$ cat src/rtl/zm_deser_pkg.sv
// Shared constants and sizing helpers for the Z-Modem symbol deserializer.
package zm_deser_pkg;

    localparam int unsigned ZM_SYM_W   = 2;
    localparam int unsigned ZM_BLOCK_W = 128;

    // Where the first symbol of a block lands.
    typedef enum logic {
        ORDER_LSB_FIRST = 1'b0,
        ORDER_MSB_FIRST = 1'b1
    } sym_order_e;

    // Number of symbols that make up one cipher block.
    function automatic int unsigned syms_per_block(input int unsigned block_w,
                                                   input int unsigned sym_w);
        return block_w / sym_w;
    endfunction

    // Bits needed to hold the values 0..n-1 (at least one bit).
    function automatic int unsigned cnt_w(input int unsigned n);
        return (n > 1) ? $clog2(n) : 1;
    endfunction

endpackage

$ cat src/rtl/symbol_deserializer_fifo_if.sv
// Symbol intake and cipher-block output bundle of the deserializer.
interface symbol_deserializer_fifo_if
    import zm_deser_pkg::*;
#(
    parameter int unsigned SYM_W     = ZM_SYM_W,
    parameter int unsigned BLOCK_W   = ZM_BLOCK_W,
    parameter int unsigned OUT_DEPTH = 2
) ();

    localparam int unsigned SYMS  = syms_per_block(BLOCK_W, SYM_W);
    localparam int unsigned CNT_W = cnt_w(SYMS);
    localparam int unsigned LVL_W = cnt_w(OUT_DEPTH + 1);

    logic [SYM_W-1:0]   symbol_in;
    logic               symbol_valid;
    logic               symbol_ready;
    logic               frame_sync;
    logic [BLOCK_W-1:0] cipher_block;
    logic               block_valid;
    logic               dec_ready;
    logic [CNT_W-1:0]   sym_count;
    logic [LVL_W-1:0]   fifo_level;
    logic               sync_drop;

    // Deserializer side.
    modport slave (
        input  symbol_in, symbol_valid, frame_sync, dec_ready,
        output symbol_ready, cipher_block, block_valid, sym_count, fifo_level, sync_drop
    );

    // Demodulator / decryptor side.
    modport master (
        output symbol_in, symbol_valid, frame_sync, dec_ready,
        input  symbol_ready, cipher_block, block_valid, sym_count, fifo_level, sync_drop
    );

endinterface

$ cat src/rtl/zm_block_fifo.sv
// Synchronous block FIFO with a registered head word (first-word-fall-through).
module zm_block_fifo
    import zm_deser_pkg::*;
#(
    parameter int unsigned WIDTH = ZM_BLOCK_W,
    parameter int unsigned DEPTH = 2
) (
    input  logic                          clk,
    input  logic                          reset,
    input  logic                          push,
    input  logic [WIDTH-1:0]              push_data,
    input  logic                          pop,
    output logic [WIDTH-1:0]              head_data,
    output logic                          full,
    output logic                          empty,
    output logic [cnt_w(DEPTH + 1)-1:0]   level
);

    localparam int unsigned PTR_W = cnt_w(DEPTH);
    localparam int unsigned LVL_W = cnt_w(DEPTH + 1);

    logic [WIDTH-1:0] mem [DEPTH];
    logic [PTR_W-1:0] wr_ptr, wr_ptr_next;
    logic [PTR_W-1:0] rd_ptr, rd_ptr_next;
    logic [LVL_W-1:0] level_next;
    logic [WIDTH-1:0] head_next;
    logic             wr_en, rd_en;

    // Pointers wrap at DEPTH-1, so non-power-of-two depths stay correct too.
    function automatic logic [PTR_W-1:0] next_ptr(input logic [PTR_W-1:0] p);
        return (p == PTR_W'(DEPTH - 1)) ? '0 : p + PTR_W'(1);
    endfunction

    // Next pointers, level and head word.
    always_comb begin
        wr_en       = push && !full;
        rd_en       = pop && !empty;
        wr_ptr_next = wr_en ? next_ptr(wr_ptr) : wr_ptr;
        rd_ptr_next = rd_en ? next_ptr(rd_ptr) : rd_ptr;
        level_next  = level;
        head_next   = head_data;
        if (wr_en && !rd_en) begin
            level_next = level + LVL_W'(1);
        end else if (!wr_en && rd_en) begin
            level_next = level - LVL_W'(1);
        end
        // Incoming word becomes the head when it is (or is about to be) the only entry.
        if (wr_en && (empty || (rd_en && level == LVL_W'(1)))) begin
            head_next = push_data;
        end else if (rd_en && level > LVL_W'(1)) begin
            head_next = mem[rd_ptr_next];
        end
    end

    // Storage array; contents need no reset.
    always_ff @(posedge clk) begin
        if (wr_en) begin
            mem[wr_ptr] <= push_data;
        end
    end

    // Control state and registered status outputs.
    always_ff @(posedge clk) begin
        if (reset) begin
            wr_ptr    <= '0;
            rd_ptr    <= '0;
            level     <= '0;
            head_data <= '0;
            empty     <= 1'b1;
            full      <= 1'b0;
        end else begin
            wr_ptr    <= wr_ptr_next;
            rd_ptr    <= rd_ptr_next;
            level     <= level_next;
            head_data <= head_next;
            empty     <= (level_next == '0);
            full      <= (level_next == LVL_W'(DEPTH));
        end
    end

endmodule

$ cat src/rtl/symbol_deserializer_fifo.sv
// Packs demodulated symbols into cipher blocks and queues them for the decryptor.
module symbol_deserializer_fifo
    import zm_deser_pkg::*;
#(
    parameter int unsigned SYM_W     = ZM_SYM_W,
    parameter int unsigned BLOCK_W   = ZM_BLOCK_W,
    parameter int unsigned OUT_DEPTH = 2,
    parameter bit          MSB_FIRST = 1'b1
) (
    input logic                        clk,
    input logic                        reset,
    symbol_deserializer_fifo_if.slave  bus
);

    localparam int unsigned SYMS      = syms_per_block(BLOCK_W, SYM_W);
    localparam int unsigned CNT_W     = cnt_w(SYMS);
    localparam logic [CNT_W-1:0] LAST = CNT_W'(SYMS - 1);
    localparam bit          MSB_ORDER = (sym_order_e'(MSB_FIRST) == ORDER_MSB_FIRST);

    if ((BLOCK_W % SYM_W) != 0 || SYMS < 2) begin : g_bad_width
        $error("BLOCK_W must be a multiple of SYM_W holding at least two symbols");
    end
    if (OUT_DEPTH < 1 || (OUT_DEPTH & (OUT_DEPTH - 1)) != 0) begin : g_bad_depth
        $error("OUT_DEPTH must be a power of two, at least 1");
    end

    logic [BLOCK_W-1:0] shift_reg, shift_base, shift_next;
    logic [CNT_W-1:0]   count_q, count_base, count_next;
    logic               drop_q, drop_next;
    logic               ready, accept, push, pop;
    logic               fifo_full, fifo_empty;

    // Only registered state decides readiness: stall only when the last symbol has nowhere to go.
    assign ready  = (count_q != LAST) || !fifo_full;
    assign accept = bus.symbol_valid && ready;
    assign pop    = !fifo_empty && bus.dec_ready;

    // Assembly, symbol count and resync.
    always_comb begin
        shift_base = shift_reg;
        count_base = count_q;
        drop_next  = 1'b0;
        push       = 1'b0;
        if (bus.frame_sync) begin
            shift_base = '0;
            count_base = '0;
            drop_next  = (count_q != '0);
        end
        shift_next = shift_base;
        count_next = count_base;
        if (accept) begin
            if (MSB_ORDER) begin
                shift_next = {shift_base[BLOCK_W-SYM_W-1:0], bus.symbol_in};
            end else begin
                shift_next = {bus.symbol_in, shift_base[BLOCK_W-1:SYM_W]};
            end
            if (count_base == LAST) begin
                push       = 1'b1;
                count_next = '0;
            end else begin
                count_next = count_base + CNT_W'(1);
            end
        end
    end

    // Assembly register, counter and drop pulse.
    always_ff @(posedge clk) begin
        if (reset) begin
            shift_reg <= '0;
            count_q   <= '0;
            drop_q    <= 1'b0;
        end else begin
            shift_reg <= shift_next;
            count_q   <= count_next;
            drop_q    <= drop_next;
        end
    end

    // Completed blocks go straight into the output queue.
    zm_block_fifo #(
        .WIDTH (BLOCK_W),
        .DEPTH (OUT_DEPTH)
    ) u_fifo (
        .clk       (clk),
        .reset     (reset),
        .push      (push),
        .push_data (shift_next),
        .pop       (pop),
        .head_data (bus.cipher_block),
        .full      (fifo_full),
        .empty     (fifo_empty),
        .level     (bus.fifo_level)
    );

    assign bus.symbol_ready = ready;
    assign bus.block_valid  = !fifo_empty;
    assign bus.sym_count    = count_q;
    assign bus.sync_drop    = drop_q;

endmodule
$ cat src/flat_wrapper.sv
// flat-port wrapper written by rule: the top's interface ports become plain ports
module symbol_deserializer_fifo_flat import zm_deser_pkg::*;
#(
    parameter int unsigned SYM_W     = ZM_SYM_W,
    parameter int unsigned BLOCK_W   = ZM_BLOCK_W,
    parameter int unsigned OUT_DEPTH = 2,
    parameter bit          MSB_FIRST = 1'b1
)
  (clk, reset, bus_symbol_in, bus_symbol_valid, bus_frame_sync, bus_dec_ready, bus_symbol_ready, bus_cipher_block, bus_block_valid, bus_sym_count, bus_fifo_level, bus_sync_drop);
  symbol_deserializer_fifo_if #(.SYM_W(SYM_W), .BLOCK_W(BLOCK_W), .OUT_DEPTH(OUT_DEPTH)) bus_i ();
  input logic clk;
  input logic reset;
  input wire logic [$bits(bus_i.symbol_in)-1:0] bus_symbol_in;
  input wire logic [$bits(bus_i.symbol_valid)-1:0] bus_symbol_valid;
  input wire logic [$bits(bus_i.frame_sync)-1:0] bus_frame_sync;
  input wire logic [$bits(bus_i.dec_ready)-1:0] bus_dec_ready;
  output wire logic [$bits(bus_i.symbol_ready)-1:0] bus_symbol_ready;
  output wire logic [$bits(bus_i.cipher_block)-1:0] bus_cipher_block;
  output wire logic [$bits(bus_i.block_valid)-1:0] bus_block_valid;
  output wire logic [$bits(bus_i.sym_count)-1:0] bus_sym_count;
  output wire logic [$bits(bus_i.fifo_level)-1:0] bus_fifo_level;
  output wire logic [$bits(bus_i.sync_drop)-1:0] bus_sync_drop;
  assign bus_i.symbol_in = bus_symbol_in;
  assign bus_i.symbol_valid = bus_symbol_valid;
  assign bus_i.frame_sync = bus_frame_sync;
  assign bus_i.dec_ready = bus_dec_ready;
  assign bus_symbol_ready = bus_i.symbol_ready;
  assign bus_cipher_block = bus_i.cipher_block;
  assign bus_block_valid = bus_i.block_valid;
  assign bus_sym_count = bus_i.sym_count;
  assign bus_fifo_level = bus_i.fifo_level;
  assign bus_sync_drop = bus_i.sync_drop;
  symbol_deserializer_fifo #(.SYM_W(SYM_W), .BLOCK_W(BLOCK_W), .OUT_DEPTH(OUT_DEPTH), .MSB_FIRST(MSB_FIRST)) u_core (.clk(clk), .reset(reset), .bus(bus_i));
endmodule
$ cat config.mk
export PLATFORM = sky130hd
export DESIGN_NAME = symbol_deserializer_fifo_flat
export DESIGN_NICKNAME = d
export VERILOG_FILES = /design/src/rtl/zm_deser_pkg.sv /design/src/rtl/symbol_deserializer_fifo_if.sv /design/src/rtl/zm_block_fifo.sv /design/src/rtl/symbol_deserializer_fifo.sv /design/src/flat_wrapper.sv
export SDC_FILE = /design/constraint.sdc
export NUM_CORES = 1
export LEC_CHECK = 0
export ABC_CLOCK_PERIOD_IN_PS = 11300
export CAP_MARGIN = 20
export CORE_MARGIN = 1
export CORE_UTILIZATION = 55
export CTS_BUF_LIST = sky130_fd_sc_hd__clkbuf_8
export CTS_CLUSTER_DIAMETER = 30
export CTS_CLUSTER_SIZE = 25
export DETAILED_ROUTE_END_ITERATION = 7
export PLACE_DENSITY = 0.77
export SYNTH_ARGS = -nofsm -noshare
export SYNTH_HDL_FRONTEND = slang
export SYNTH_HIERARCHICAL = 1
export SYNTH_SLANG_ARGS = --single-unit
$ cat constraint.sdc
create_clock -name clk -period 11.3 [get_ports clk]
set_clock_uncertainty 0.05 [all_clocks]
set_input_delay 2.26 -clock clk [delete_from_list [all_inputs] [get_ports clk]]
set_output_delay 2.26 -clock clk [all_outputs]
set_load 0.01 [all_outputs]
* Yosys cells after proc, flatten, opt, wreduce, memory -nomap -nowiden
Memories as Yosys holds them, arrays and structs flattened. Index checks and enable logic that the tools add are counted.
Word-level totals: register bits after elaboration 269, bits in writable memories 256, input bits 7, output and inout port bits 139, word-level logic and storage cells 56, memories 1
Cells by class: $add $sub $neg 5, order comparisons 1, eq/ne operators 4, multiplexer cells 16, bitwise logic cells 1, reductions and logical operators 19
Memory list:
- u_core.u_fifo.mem | words 2, width 128, rd ports 1, clocked after memory_dff 0, wr ports 1, RTL line zm_block_fifo.sv:22 | logic [WIDTH-1:0] mem [DEPTH];
Operator list (number):
- 128-bit 2-to-1 mux | 4
- 6-bit 2-to-1 mux | 3
- 1-bit logical AND | 9
- 1-bit 2-to-1 mux | 7
- 6-bit by 1-bit adder with 6-bit output (second input constant) | 1
- 6-bit equality test (second input constant) | 1
- 6-bit != test (second input constant) | 1
- 6-bit nonzero test | 1
- 1-bit logical NOT | 4
- 2-bit 2-to-1 mux | 2
- 1-bit adder (second input constant) | 2
- 2-bit by 1-bit adder with 2-bit output (second input constant) | 1
- 2-bit by 1-bit equality test with 1-bit output (second input constant) | 1
- 2-bit equality test (second input constant) | 1
- 2-bit by 1-bit > comparator with 1-bit output (second input constant) | 1
- 2-bit logical NOT | 1
- 1-bit logical OR | 2
- 2-bit nonzero test | 1
- 2-bit OR reduction | 1
- 2-bit by 1-bit subtractor with 2-bit output (second input constant) | 1
- 1-bit NOT | 1

* Depth between registers and ports, before layout
Gate-level depths: netlist of run 1.
depth in word-level cells 10, depth in mapped cells 11, gate-level depth less buffers 8

* Modules after synthesis
Netlist of run 1, hierarchy kept.
Modules (own cells, without submodules):
- zm_block_fifo | times used 1, cells an instance 1023, area an instance 15327.2 um^2, sequential area each 10369.9 um^2
- symbol_deserializer_fifo | times used 1, cells an instance 608, area an instance 5467.7 um^2, sequential area each 2702.6 um^2

* Least setup slack after synthesis of run 1
OpenSTA, ideal clock, no wires.
path type input -> register, start input port bus_frame_sync, end memory u_core/u_fifo/mem[0][0] in the netlist's numbering, enable pin, library setup time 0.617 ns, arrival time 8.662 ns, required time 10.633 ns, slack 1.971 ns, cell stages on the path 8, buffers on the path 2, cells stage by stage buf_2 -> nor2b_1 -> ha_1 -> nand3_1 -> nor3_1 -> nand2b_1 -> clkbuf_1 -> nor2_1
On the way: cells in the longest elaborated chain, start to end 7
Ends and longest elaborated chain:
- from (decl) | RTL line flat_wrapper.sv:15 | input wire logic [$bits(bus_i.frame_sync)-1:0] bus_frame_sync;
- 6-bit 2-to-1 mux | RTL line symbol_deserializer_fifo.sv:44 | if (bus.frame_sync) begin
- 6-bit equality test | RTL line symbol_deserializer_fifo.sv:57 | if (count_base == LAST) begin
- 1-bit 2-to-1 mux | RTL line symbol_deserializer_fifo.sv:57
- 1-bit 2-to-1 mux | RTL line symbol_deserializer_fifo.sv:51 | if (accept) begin
- net u_core.push | RTL line symbol_deserializer_fifo.sv:30 | logic ready, accept, push, pop;
- 1-bit logical AND | RTL line zm_block_fifo.sv:36 | wr_en = push && !full;
- 1-bit 2-to-1 mux | RTL line zm_block_fifo.sv:57 | if (wr_en) begin
- 1-bit 2-to-1 mux (implied by the code) | RTL line zm_block_fifo.sv:58 | mem[wr_ptr] <= push_data;
- to (decl) | RTL line zm_block_fifo.sv:22
The timed path passes the listed nets, and every way through them passes these cells.

* Worst setup path after layout of run 1
start input port bus_frame_sync, end register u_core.u_fifo.head_data[42]
On the way: cells in the longest elaborated chain, start to end 7, elaborated cells on any way between the ends 10, those cells by class 1 x eq/ne; 6 x mux; 3 x reduce/logical
Ends and longest elaborated chain:
- 6-bit 2-to-1 mux * | RTL line symbol_deserializer_fifo.sv:44
- 6-bit equality test * | RTL line symbol_deserializer_fifo.sv:57
- 1-bit 2-to-1 mux * | RTL line symbol_deserializer_fifo.sv:57
- 1-bit 2-to-1 mux * | RTL line symbol_deserializer_fifo.sv:51
- net u_core.push | RTL line symbol_deserializer_fifo.sv:30
- 1-bit logical AND * | RTL line zm_block_fifo.sv:36
- 1-bit logical AND * | RTL line zm_block_fifo.sv:48 | if (wr_en && (empty || (rd_en && level == LVL_W'(1)))) begin
- 128-bit 2-to-1 mux or 2-bit nonzero test (tied branches)
- to (signal assigned) | RTL line zm_block_fifo.sv:75 | head_data <= head_next;
- to (decl) | RTL line zm_block_fifo.sv:13 | output logic [WIDTH-1:0] head_data,
Mark *: on every way through the listed nets, which the timed path passes. The rest lies on a longest branch. A chain may end at the register's enable or synchronous reset.

==> metrics.txt, run 1 <==
Max Fclk=171 MHz; max reg flops=256; DP HPWL=24000 µm; most common flop cell mapped by yosys=dfxtp_1; Final Setup Violations=0; fin cells=2353; Total GRT Usage=23.5%; measured slew at the worst slew-check pin=1.02 ns; Syn. warnings=6; WP data arrival=6.34 ns; total power=4.28 mW; Clock transition at path regs=0.06 ns; FF/Latch Area=13100 µm²; status=complete, no violations; Fin. Hold Viols=0; CP Launch Type=primary input; max_slew headroom=32.3%; initial antenna violation count=0; Worst path depth=10; via density per instance=5.62; Layout fillers=2627; Root Driver=clkbuf_8; clock network power share=51.7%; commonest non-fill, non-tap cell in the layout=dfxtp_1; die span in x=196 µm; Final #Nets=1772; main combinational cell family by area after synthesis=simple AND/OR/NAND/NOR gates; Vias=13.2k; Distinct cells, synth=44; CTS tree=done; cells after synthesis=1631; fraction of registers with async set/reset=0%; Sw Ratio=21.3%; fin crit share=51.7%; CP Cell Sequence=buf_4 -> nor2b_1 -> ha_1 -> nand3_1 -> nor3_1 -> and2b_1 -> a22o_4 -> nand2_4 -> buf_4 -> o221ai_1; drt drc=0; r2r setup slk=7.09 ns; most used cell, CP=buf_4; routed len/inst=19.2 µm; HP Class=flip-flop to flip-flop; maximum buffer depth of the clock tree=3; Avg Cell Area, Syn=12.7 µm²; area of the multi-input gates=6940 µm²; critical path class=primary input to flip-flop; DR pass1 iterations=4; Core Rows=70; Buf+Inv Stages, Crit Path=2; setup TNS=0 ns; DRT Wirelength=45100 µm; vias in the first global route=13.7k; Critical Path End Type=flip-flop; hold buffers post-CTS=0; met3 WL=2320 µm; DIE AREA=38600 µm²; post-synth net total=1640; Area growth syn-to-layout=19.0%; Area contributors post-synth=edfxtp_1 37%, dfxtp_1 26%, mux2i_1 12%; Synth Area in Simple Gates=14.3%; Synth Area in XOR/XNOR=0.343%; worst skew pair latency=0.65 ns; Pint=3.37 mW; CTS buffer count=99; Leakage Power=9.13 nW; Top Metal Used=met4; Post-synth EDFFs=256; wire length on met2=22600 µm; commonest cells after routing, fill and taps aside=269 x dfxtp_1, 258 x nor2_1, 256 x edfxtp_1, 254 x mux2i_1, 143 x clkdlybuf4s50_1; Synth Area in Adders=0.120%; Initial DRC Count=763; first-pass GRT wire length=72100 µm; CP Max Fanout=65; diodes inserted=0; #FFs+latches synth=525; Metal-1 WL=19300 µm; RSZ-0062 raised after global routing=no; Detail Route Antenna Nets=0; Pwr Density=173 nW/µm²; register area share after synthesis=62.9%; H-tree Lvls=3; worst vdd ir=0.122 mV; CP max stage cell=a22o_4; combinational fraction of design power=2.0%; Post-CTS Setup Inserts=0; leading area contributor after synthesis=edfxtp_1; total gr overflow=0; post-synth top area share=37.0%; shortest period the worst path allows=5.84 ns; Top Ports=146; part of the power in registers=46.3%; pin count of the biggest net entering global routing=162; Placed Cells incl. Taps=2166; R2R cell count=9; share of layout cells above drive strength 1=10.9%; post-synthesis compound-gate area fraction=6.17%; worst path required time=11.79 ns; total of max-cap violations=0; worst hold stages=2; post-layout utilization of the core=67.1%; CTS Sinks=525; Slowest Stage Delay on Critical Path=0.71 ns; initial core utilization=56.4%; Top delay family on crit path=simple AND/OR/NAND/NOR gates; Slew Limit Fails=0; area of the core=36900 µm²; Port Buf Inserts=145; RD Place Congestion=0.781; mux contribution to synthesized area=12.2%; mapped cell area=20800 µm²; Die Y=196 µm; NetSw=911 µW; post-cts sizing count=0
## final timing paths
path,startpoint,endpoint
max,bus_frame_sync,u_core/u_fifo/head_data[42]$_SDFFE_PP0P_
min,u_core/shift_reg[126]$_SDFF_PP0_,u_core/shift_reg[126]$_SDFF_PP0_
max reg2reg,u_core/bus.sym_count[0]$_SDFF_PP0_,u_core/u_fifo/head_data[42]$_SDFFE_PP0P_
min reg2reg,u_core/shift_reg[126]$_SDFF_PP0_,u_core/shift_reg[126]$_SDFF_PP0_
## routing by layer
layer,track usage (%),vias to the layer above
li1,-,6252
met1,29.5,6572
met2,40.3,339
met3,4.40,56
met4,8.59,0
met5,0,-
## final cells by class
cell class | instances | share of cell area (%)
inverter | 3 | 0.0455
clock buffer | 112 | 6.23
clock inverter | 75 | 3.74
timing repair buffer | 162 | 6.54
sequential | 525 | 52.8
multi-input combinational | 972 | 28.1
tap | 504 | 2.55
## per-stage QoR
step	cell area (µm²)	hold WS, ns	worst slack (ns)
2_1_floorplan	20800	0.422	1.97
4_1_cts	24700	0.473	5.47
3_5_place_dp	22300	0.458	4.81
6_report	24700	0.472	5.46
5_1_grt	24700	0.508	5.13
3_3_place_gp	22200	0.438	4.86
## cells by family (layout without fill, tap and decap cells)
| logic type | after synthesis | count (layout) |
|---|---|---|
| AND/OR/NAND/NOR | 558 | 558 |
| flip-flops | 525 | 525 |
| multiplexers | 254 | 254 |
| AO/OA/AOI/OAI | 152 | 152 |
| buffers and inverters | 134 | 352 |
| XOR/XNOR | 6 | 6 |
| adder cells (fa/ha/maj) | 2 | 2 |
## power by group through the flow
stage                     logic [mW]  registers [mW]  clock network (mW)
after global routing          0.0916            1.98                2.35
after global placement        0.0852            2.02                   0
final                         0.0862            1.98                2.21
after floorplan               0.0679            2.02                   0
after CTS                     0.0864            1.98                2.25
after detailed placement      0.0864            2.02                   0
## worst register-to-register path, cell delays in order, from the launching register on
cell and delay, ns:
dfxtp_1 0.39, nor2b_1 0.24, ha_1 0.25, nand3_1 0.15, nor3_1 0.35, and2b_1 0.29
a22o_4 0.71, nand2_4 0.70, buf_4 0.64, o221ai_1 0.35
## cells in the mapped netlist, types with 4 or more instances
master	count
clkbuf_1	67
buf_12	10
and2_1	4
edfxtp_1	256
xnor2_1	5
o221ai_1	128
mux2i_1	254
a21oi_1	7
nor3_1	5
nand3b_1	130
nor2_1	259
buf_2	37
nand2b_1	131
nand2_1	10
nor2b_1	7
buf_6	13
o21ai_0	4
dfxtp_1	269
(Power assumes the default switching activity.)
==> inputs of run 2 (changes only) <==
--- a/config.mk
+++ b/config.mk
@@ -5,7 +5,7 @@
 export SDC_FILE = /design/constraint.sdc
 export NUM_CORES = 1
 export LEC_CHECK = 0
-export ABC_CLOCK_PERIOD_IN_PS = 11300
+export ABC_CLOCK_PERIOD_IN_PS = 4700
 export CAP_MARGIN = 20
 export CORE_MARGIN = 1
 export CORE_UTILIZATION = 55
@@ -13,7 +13,7 @@
 export CTS_CLUSTER_DIAMETER = 30
 export CTS_CLUSTER_SIZE = 25
 export DETAILED_ROUTE_END_ITERATION = 7
-export PLACE_DENSITY = 0.77
+export PLACE_DENSITY = 0.8
 export SYNTH_ARGS = -nofsm -noshare
 export SYNTH_HDL_FRONTEND = slang
 export SYNTH_HIERARCHICAL = 1
==> constraint.sdc (replaced) <==
create_clock -name clk -period 4.7 [get_ports clk]
set_clock_uncertainty 0.05 [all_clocks]
set_input_delay 0.94 -clock clk [delete_from_list [all_inputs] [get_ports clk]]
set_output_delay 0.94 -clock clk [all_outputs]
set_load 0.01 [all_outputs]
==> metrics.txt, run 2 (synthesis gave the netlist of run 1 again) <==
total of max-cap violations=0 (unchanged); setup TNS=0 ns (unchanged); worst path required time=5.12 ns (-6.67 ns); share of layout cells above drive strength 1=10.8% (-0.12 points); Post-CTS Setup Inserts=0 (unchanged); area of the core=36900 µm² (unchanged); part of the power in registers=47.6% (+1.3 points); Port Buf Inserts=145 (unchanged); CTS Sinks=525 (unchanged); RD Place Congestion=0.761 (-2.5%); critical path class=primary input to flip-flop; fin crit share=67.4%; dpl cell area=22500 µm² (+0.90%); max_slew headroom=53.4% (+21 points); pin count of the biggest net entering global routing=202 (+25%); Vias=13.2k (-0.24%); Post-Place Worst Slack=0.911 ns (-3.90 ns); worst vdd ir=0.230 mV (+88%); CTS tree=done; commonest non-fill, non-tap cell in the layout=dfxtp_1; Slew Limit Fails=0 (unchanged); post-layout utilization of the core=67.2% (+0.15 points); initial antenna violation count=0 (unchanged); measured slew at the worst slew-check pin=0.699 ns (-0.316 ns); DRT Wirelength=44400 µm (-1.4%); CP Launch Type=primary input; Sw Ratio=20.9% (-0.36 points); vias in the first global route=13.5k (-1.4%); maximum buffer depth of the clock tree=3 (unchanged); Root Driver=clkbuf_8; RSZ-0062 raised after global routing=no; worst skew pair latency=0.63 ns (-0.02 ns); Initial DRC Count=830 (+8.8%); NetSw=2.10 mW (+130%); Pint=7.92 mW (+140%); first-pass GRT wire length=71100 µm (-1.3%); clock network power share=50.3% (-1.4 points); H-tree Lvls=3 (unchanged); post-cts sizing count=0 (unchanged); status=complete, no violations; Detail Route Antenna Nets=0 (unchanged); Leakage Power=9.17 nW (+0.48%); Clock transition at path regs=0.06 ns (about the same); HP Class=flip-flop to flip-flop; DP HPWL=23900 µm (-0.60%); total gr overflow=0 (unchanged); Worst Hold Slack=0.469 ns (-0.00317 ns); routed len/inst=18.9 µm (-1.5%); initial core utilization=56.4% (unchanged); combinational fraction of design power=2.1% (about the same); DR pass1 iterations=5 (+1); shortest period the worst path allows=3.17 ns; Critical Path End Type=flip-flop; commonest cells after routing, fill and taps aside=269 x dfxtp_1, 258 x nor2_1, 256 x edfxtp_1, 254 x mux2i_1, 143 x clkdlybuf4s50_1; via density per instance=5.60 (-0.33%); diodes inserted=0 (unchanged); Top Ports=146 (unchanged); Max Fclk=316 MHz; drt drc=0 (unchanged); die span in x=196 µm (unchanged); Final #Nets=1778 (+0.34%); final instance area=24800 µm² (+0.23%); CTS buffer count=98 (-1.0%); Fin. Hold Viols=0 (unchanged); Final Worst Setup Slack=1.53 ns (-3.93 ns); CP Max Fanout=40 (-38%); Total GRT Usage=23.2% (-0.29 points); DIE AREA=38600 µm² (unchanged); Area growth syn-to-layout=19.2%; Core Rows=70 (unchanged); area of the multi-input gates=6940 µm² (unchanged); Final Setup Violations=0 (unchanged); FF/Latch Area=13100 µm² (unchanged); WP data arrival=3.59 ns (-2.75 ns); Layout fillers=2625 (-0.076%); max reg flops=256 (unchanged); Die Y=196 µm (unchanged); Pwr Density=404 nW/µm² (+130%); hold buffers post-CTS=0 (unchanged)
[run 2: changes by cell type in the layout (fill, tap and decap cells not counted), sizes merged]
cell	before	now
buf	19	26
clkinv	19	16
clkbuf	112	113
bufinv	18	15
[run 2: final timing paths]
kind / from / to / slack [ns] / cells after the start
worst min register to register: u_core/shift_reg[126]$_SDFF_PP0_ / u_core/shift_reg[126]$_SDFF_PP0_ / 0.47 / 2
worst min-delay path: u_core/shift_reg[126]$_SDFF_PP0_ / u_core/shift_reg[126]$_SDFF_PP0_ / 0.47 / 2
worst max-delay path: bus_frame_sync / u_core/u_fifo/head_data[18]$_SDFFE_PP0P_ / 1.53 / 10
worst max register to register: u_core/bus.sym_count[3]$_SDFF_PP0_ / u_core/u_fifo/head_data[18]$_SDFFE_PP0P_ / 1.58 / 8
[run 2: critical path, stage by stage]
cell      delay (ns)
buf_4           0.22
nor2b_1         0.23
ha_1            0.25
nand3_1         0.14
nor3_1          0.28
and2b_1         0.27
a21oi_1         0.13
nand2_4         0.50
buf_4           0.41
o221ai_1        0.19
[run 2: layout make-up]
type                            instances  area share, %
Clock inverter                         69           3.10
Multi-Input combinational cell        972           28.0
Sequential cell                       525           52.7
Tap cell                              504           2.54
Clock buffer                          113           6.27
Inverter                                3         0.0454
Timing Repair Buffer                  169           7.33
[run 2: stage by stage]
step                power [mW]  instances
finish                    10.0       2355
global route              10.3       2355
CTS                       10.1       2355
detailed placement        5.08       2173
global placement          5.07       2173
floorplan                 5.03       1631
[run 2: per-layer routing]
| layer | vias up | global-route usage [%] | wire [µm] |
|---|---|---|---|
| met5 | - | 0 | 0 |
| met4 | 0 | 8.10 | 947 |
| met3 | 68 | 4.19 | 2060 |
| met2 | 343 | 39.5 | 22000 |
| met1 | 6513 | 29.7 | 19400 |
| li1 | 6263 | - | - |
[run 2: power by group through the flow]
stage | Sequential (mW) | Clock [mW] | Combinational (mW)
finish | 4.77 | 5.04 | 0.211
global route | 4.76 | 5.36 | 0.224
CTS | 4.77 | 5.14 | 0.212
detailed placement | 4.86 | 0 | 0.211
global placement | 4.86 | 0 | 0.210
floorplan | 4.86 | 0 | 0.163
